[src/rtl/motor_ctrl_pkg.sv]
// Shared motor-control definitions.
//   - sched_state_e : sequencer states of encoder_sample_scheduler
//   - DEF_POS_W / DEF_VEL_W : default position / velocity widths
//   - sat_clamp()   : signed saturating clamp to a w-bit range (also used by the PI block)
package motor_ctrl_pkg;

    typedef enum logic [2:0] {
        ST_IDLE,
        ST_PRIME,
        ST_WAIT_TICK,
        ST_COMPUTE,
        ST_PRESENT
    } sched_state_e;

    localparam int unsigned DEF_POS_W = 32;
    localparam int unsigned DEF_VEL_W = 16;

    // Clamp x into [-2^(w-1), 2^(w-1)-1]; caller keeps w in 2..63.
    function automatic logic signed [63:0] sat_clamp(input logic signed [63:0] x,
                                                     input int unsigned        w);
        logic signed [63:0] hi;
        logic signed [63:0] lo;
        hi = (64'sd1 <<< (w - 1)) - 64'sd1;
        lo = -(64'sd1 <<< (w - 1));
        if (x > hi) return hi;
        if (x < lo) return lo;
        return x;
    endfunction

endpackage

[src/rtl/sample_tick_gen.sv]
// Sample-period divider.
//   clk     : system clock
//   reset   : asynchronous active-high reset
//   restart : synchronous; holds the count at 0 (and suppresses tick) while high
//   tick    : one-cycle pulse on the cycle the count sits at DIV-1 (the wrap)
module sample_tick_gen #(
    parameter int unsigned DIV = 100000
) (
    input  logic clk,
    input  logic reset,
    input  logic restart,
    output logic tick
);

    localparam int unsigned   CW   = (DIV > 1) ? $clog2(DIV) : 1;
    localparam logic [CW-1:0] LAST = CW'(DIV - 1);

    logic [CW-1:0] cnt_q;
    logic [CW-1:0] cnt_d;

    always_comb begin
        cnt_d = cnt_q + CW'(1);
        if (restart || (cnt_q == LAST)) begin
            cnt_d = '0;
        end
    end

    always_ff @(posedge clk or posedge reset) begin
        if (reset) begin
            cnt_q <= '0;
        end else begin
            cnt_q <= cnt_d;
        end
    end

    assign tick = (cnt_q == LAST) && !restart;

endmodule

[src/rtl/encoder_sample_scheduler.sv]
// Periodic encoder sampler feeding the PI velocity loop.
//   clk, reset          : system clock, asynchronous active-high reset
//   enable              : level run request; low returns to IDLE and drops any pending sample
//   position            : signed encoder count
//   zero_req            : pulse; current position becomes the pos_out reference
//   clear_overrun       : pulse; clears overrun and missed_cnt
//   sample_ready        : consumer handshake
//   sample_valid        : sample pending (held until accepted)
//   vel_out / vel_sat   : saturated one-period position delta and its clamp flag
//   pos_out             : position relative to the zero reference
//   overrun, missed_cnt : sticky miss flag and saturating miss counter
module encoder_sample_scheduler
    import motor_ctrl_pkg::*;
#(
    parameter int unsigned SAMPLE_DIV = 100000,
    parameter int unsigned POS_W      = DEF_POS_W,
    parameter int unsigned VEL_W      = DEF_VEL_W
) (
    input  logic                    clk,
    input  logic                    reset,
    input  logic                    enable,
    input  logic signed [POS_W-1:0] position,
    input  logic                    zero_req,
    input  logic                    clear_overrun,
    input  logic                    sample_ready,
    output logic                    sample_valid,
    output logic signed [VEL_W-1:0] vel_out,
    output logic                    vel_sat,
    output logic signed [POS_W-1:0] pos_out,
    output logic                    overrun,
    output logic [7:0]              missed_cnt
);

    sched_state_e state_q, state_d;

    logic signed [POS_W-1:0] prev_q, prev_d;
    logic signed [POS_W-1:0] snap_q, snap_d;
    logic signed [POS_W-1:0] offset_q, offset_d;
    logic signed [POS_W-1:0] pos_q, pos_d;
    logic signed [VEL_W-1:0] vel_q, vel_d;
    logic                    sat_q, sat_d;
    logic                    valid_q, valid_d;
    logic                    overrun_q, overrun_d;
    logic [7:0]              missed_q, missed_d;

    logic                    tick;
    logic                    restart;
    logic                    miss;
    logic signed [POS_W:0]   diff;
    logic signed [63:0]      diff_ext;
    logic signed [63:0]      clamped;

    // Divider is held at 0 in IDLE and restarted in PRIME, so the first tick
    // lands one full period after priming.
    assign restart = (state_q == ST_IDLE) || (state_q == ST_PRIME);

    sample_tick_gen #(
        .DIV (SAMPLE_DIV)
    ) u_tick (
        .clk     (clk),
        .reset   (reset),
        .restart (restart),
        .tick    (tick)
    );

    // One extra bit keeps the subtraction exact; counter wrap shows up as saturation.
    assign diff     = {snap_q[POS_W-1], snap_q} - {prev_q[POS_W-1], prev_q};
    assign diff_ext = 64'(diff);
    assign clamped  = sat_clamp(diff_ext, VEL_W);

    always_comb begin
        state_d = state_q;
        prev_d  = prev_q;
        snap_d  = snap_q;
        vel_d   = vel_q;
        sat_d   = sat_q;
        pos_d   = pos_q;
        miss    = 1'b0;

        if (!enable) begin
            state_d = ST_IDLE;
        end else begin
            case (state_q)
                ST_IDLE: state_d = ST_PRIME;
                ST_PRIME: begin
                    prev_d  = position;
                    state_d = ST_WAIT_TICK;
                end
                ST_WAIT_TICK: begin
                    if (tick) begin
                        snap_d  = position;
                        state_d = ST_COMPUTE;
                    end
                end
                ST_COMPUTE: begin
                    vel_d   = clamped[VEL_W-1:0];
                    sat_d   = (clamped != diff_ext);
                    pos_d   = snap_q - offset_q;
                    prev_d  = snap_q;
                    state_d = ST_PRESENT;
                end
                ST_PRESENT: begin
                    if (sample_ready) begin
                        // Accept and tick together: capture as if already waiting.
                        if (tick) begin
                            snap_d  = position;
                            state_d = ST_COMPUTE;
                        end else begin
                            state_d = ST_WAIT_TICK;
                        end
                    end else if (tick) begin
                        // Missed period: keep the pending sample, re-base the
                        // next velocity so it still spans exactly one period.
                        prev_d = position;
                        miss   = 1'b1;
                    end
                end
                default: state_d = ST_IDLE;
            endcase
        end

        valid_d = (state_d == ST_PRESENT);
    end

    always_comb begin
        offset_d  = zero_req ? position : offset_q;
        overrun_d = clear_overrun ? 1'b0 : overrun_q;
        missed_d  = clear_overrun ? '0 : missed_q;
        // A new miss overrides a simultaneous clear.
        if (miss) begin
            overrun_d = 1'b1;
            if (missed_d != 8'hFF) begin
                missed_d = missed_d + 8'd1;
            end
        end
    end

    always_ff @(posedge clk or posedge reset) begin
        if (reset) begin
            state_q   <= ST_IDLE;
            prev_q    <= '0;
            snap_q    <= '0;
            offset_q  <= '0;
            pos_q     <= '0;
            vel_q     <= '0;
            sat_q     <= 1'b0;
            valid_q   <= 1'b0;
            overrun_q <= 1'b0;
            missed_q  <= '0;
        end else begin
            state_q   <= state_d;
            prev_q    <= prev_d;
            snap_q    <= snap_d;
            offset_q  <= offset_d;
            pos_q     <= pos_d;
            vel_q     <= vel_d;
            sat_q     <= sat_d;
            valid_q   <= valid_d;
            overrun_q <= overrun_d;
            missed_q  <= missed_d;
        end
    end

    assign sample_valid = valid_q;
    assign vel_out      = vel_q;
    assign vel_sat      = sat_q;
    assign pos_out      = pos_q;
    assign overrun      = overrun_q;
    assign missed_cnt   = missed_q;

endmodule

[config.mk]
export PLATFORM = sky130hd
export DESIGN_NAME = encoder_sample_scheduler
export DESIGN_NICKNAME = d
export VERILOG_FILES = /design/src/rtl/motor_ctrl_pkg.sv /design/src/rtl/sample_tick_gen.sv /design/src/rtl/encoder_sample_scheduler.sv
export SDC_FILE = /design/constraint.sdc
export NUM_CORES = 1
export LEC_CHECK = 0
export BUFFER_PORTS_ARGS = -buffer_cell sky130_fd_sc_hd__buf_4
export CORE_UTILIZATION = 65
export CTS_BUF_LIST = sky130_fd_sc_hd__clkbuf_4
export DETAILED_ROUTE_END_ITERATION = 7
export GPL_ROUTABILITY_DRIVEN = 0
export PLACE_DENSITY = 0.86
export SLEW_MARGIN = 0
export SYNTH_ARGS = -nofsm -noshare
export SYNTH_HDL_FRONTEND = slang
export SYNTH_SLANG_ARGS = --single-unit
[constraint.sdc]
create_clock -name clk -period 8.8 [get_ports clk]
set_input_delay 0.44 -clock clk [delete_from_list [all_inputs] [get_ports clk]]
set_output_delay 0.44 -clock clk [all_outputs]
set_load 0.005 [all_outputs]
==> reports/metrics.cfg <==
[placed_design]
io_buffers = 96
dp.final_hpwl_microns = 17400

[synth]
synth_compound_area_share_pct = 18.0
syn_nets = 1303
yosys.area_share.xor_xnor_pct = 5.78
ys_warn_count = 0
synth_flop_cell = dfrtp_1
synthAdderAreaFrac_pct = 8.05
synth_top_family_by_area = compound AO/OA/AOI/OAI gates
avgSynthCellArea_sq_um = 8.98
synth-seq-cells = 175
synth_mux_area_share_pct = 6.46
postSynth.asyncResetShare_pct = 100
yosys.area_share.simple_pct = 16.2
yosys.cell_types.count = 72
seq_area_frac_synth_pct = 40.7
synth_cells = 1197
synth_edf_count = 0
syn_area_sq_mm = 0.0108

[global_routing]
grt_max_degree = 84
use_met2_pct = 50.7
grt-busiest-layer = met2
grt_usage_pct = 29.8
grt_pass1_vias = 8487
grt_use_met3_pct = 5.01
grt_antenna_before_repair = 1
grt_pass1_wl_microns = 39600
grt-ovfl-total = 0
met1_usage_pct = 37.8

[floorplan]
dieHeight_microns = 131
die_area_sq_mm = 0.0171
rows = 46
ios = 97
initial_core_util_pct = 67.2
core_area_sq_mm = 0.0160
die_w_microns = 131

[clock_network]
cts_resized = 0
cts.sinks = 175
cts_buffers = 17
clkLatencyLatePin_ps = 610
ctsHtreeMaxLevel = 4
holdBufCountCts = 2
path_clk_slew_ps = 140
clockRootBuffer = clkbuf_4
post_cts_buffers = 0
cts_buffer_depth = 2
cts_tree = built

[cells_and_area]
synthToLayoutAreaGrowth_pct = 10.9
drive_gt1_share_pct = 14.2
most-common-layout-cells = 175 x dfrtp_1, 146 x nand2_1, 113 x o21ai_0
final_common_cell = dfrtp_1
nets = 1379

[timing]
finalSetupViolations = 0
hold_viol = 0
tightest_slew_ps = 1150
maxSlewHeadroom_pct = 23.1
clock.fmax_mhz = 225
drv_slew = 0
setup_tns_ps = 0
rsz0062_at_grt = false
timing.final.crit_share_pct = 50.6
skew_ps = 22.7
period_minus_slack_ps = 4450

[setup_path]
end_kind = flip-flop
setup.worst_path.end = vel_out[3]$_DFFE_PP0P_
max_stage_delay_ps = 430
cp.arrival_ps = 4890
cp_num_buf_inv = 2
critPathLaunch = snap_q[0]$_DFFE_PP0P_
worstPathRequired_ps = 9240
reg2reg_depth = 16
r2r_setup_slack_ps = 4350
criticalPathCategory = reg -> reg
r2r_start = snap_q[0]$_DFFE_PP0P_
path_depth = 16
cp_cell_sequence = inv_1, ha_1, fa_1, nand2b_1, a21oi_1, o2111ai_4, a311o_1, a211o_1, nor3_1, nand4_1, nor4_1, nand3b_1, ha_1, clkinv_1, a21oi_1, a21oi_1
cpMaxStageDelayCell = ha_1
path_max_fanout = 10
r2r_end = vel_out[3]$_DFFE_PP0P_
critPathLaunchType = flip-flop
path_delay_family = compound AO/OA/AOI/OAI gates
path_common_cell = a21oi_1

[pwr]
vdd_drop_max_v = 0.000160
powerDensity_mw_per_mm2 = 225
p_leak_nw = 6.11
total_power_mw = 2.68

[route]
wl_per_cell_microns = 15.9
routed_wl_microns = 23900
firstDrtPassIters = 6
drtIter0Drc = 554
viasPerCell = 5.99
drc = 0
vias = 9002
antenna_left = 0

[min_path]
holdPathStages = 3
min_path_type = in -> reg

[outcome]
status = complete, no violations

[job]
drv_cap = 0

-- cell families (layout without fill, tap and decap cells) --
logic type / after synthesis / count (layout)
buf+inv: 133 / 222
simple gates: 373 / 373
compound gates: 312 / 312
flops: 175 / 175
other cells: 0 / 1
xor+xnor: 71 / 71
fa+ha+maj: 68 / 68
mux: 65 / 65
-- sequential cells by signal (all words and copies together) (netlist names), 3 cells and up --
register and cells:
prev_q 32, offset_q 32, snap_q 32, missed_cnt 8
vel_out 16, u_tick.cnt_q 17, pos_out 32, state_q 3
-- report_power, final --
part	switching, mW	internal (mW)
combinational	0.616	0.469
sequential	0.115	0.996
clock	0.284	0.199
total	1.01	1.66
-- worst min path at each step --
stage,end,slack [ps],startpoint
CTS,offset_q[5]$_DFFE_PP0P_,9,position[5]
floorplan,prev_q[10]$_DFFE_PP0P_,450,prev_q[10]$_DFFE_PP0P_
global placement,pos_out[17]$_DFFE_PP0P_,460,pos_out[17]$_DFFE_PP0P_
detailed placement,prev_q[12]$_DFFE_PP0P_,470,prev_q[12]$_DFFE_PP0P_
finish,offset_q[5]$_DFFE_PP0P_,50,position[5]
global route,offset_q[27]$_DFFE_PP0P_,30,position[27]
-- synthesized netlist by cell type (12+ instances only) --
| master | n | area (sq um) |
|---|---|---|
| nor2b_1 | 12 | 75.1 |
| nand4_1 | 15 | 93.8 |
| nand2_1 | 147 | 552 |
| dfrtp_1 | 175 | 4380 |
| inv_1 | 85 | 319 |
| mux2_2 | 35 | 394 |
| clkbuf_1 | 38 | 143 |
| o21ai_0 | 113 | 566 |
| mux2i_1 | 30 | 300 |
| a21o_1 | 31 | 233 |
| nand3_1 | 31 | 155 |
| xnor2_1 | 34 | 298 |
| xor2_1 | 37 | 324 |
| nor2_1 | 86 | 323 |
| a21oi_1 | 84 | 420 |
| nor3_1 | 14 | 70.1 |
| and3_1 | 14 | 87.6 |
| ha_1 | 66 | 826 |
-- worst min-delay path, cell delays in order --
cell and delay, ps:
buf_4 90, nand2_1 40, o21ai_0 60
-- area by class of cell --
class,instances,area [sq um]
diodes,1,2.50
clock buffers,19,143
clock inverters,13,146
fillers,1195,4070
inverters,86,328
multi-input cells,889,5870
flip-flops and latches,175,4380
well taps,216,270
repair buffers,104,786
-- metrics by stage --
step / util (%) / cell area [sq um] / hold WS (ps) / cells / setup slack, ps
after detailed placement: 72.6 / 11600 / 470 / 1468 / 4400
after global placement: 72.6 / 11600 / 459 / 1468 / 4540
after global routing: 74.6 / 11900 / 32.1 / 1503 / 3920
after CTS: 74.5 / 11900 / 8.74 / 1502 / 4360
final: 74.6 / 11900 / 54.1 / 1503 / 4350
after floorplan: - / 10800 / 450 / 1197 / 3610
-- per-layer routing --
metal  part of all wire (%)  vias up
met2                     49      234
met5                      0        -
met3                    3.9       42
met4                    2.6        0
li1                       -     4356
met1                     44     4370
Note: power is estimated with default switching activity, not from simulation.
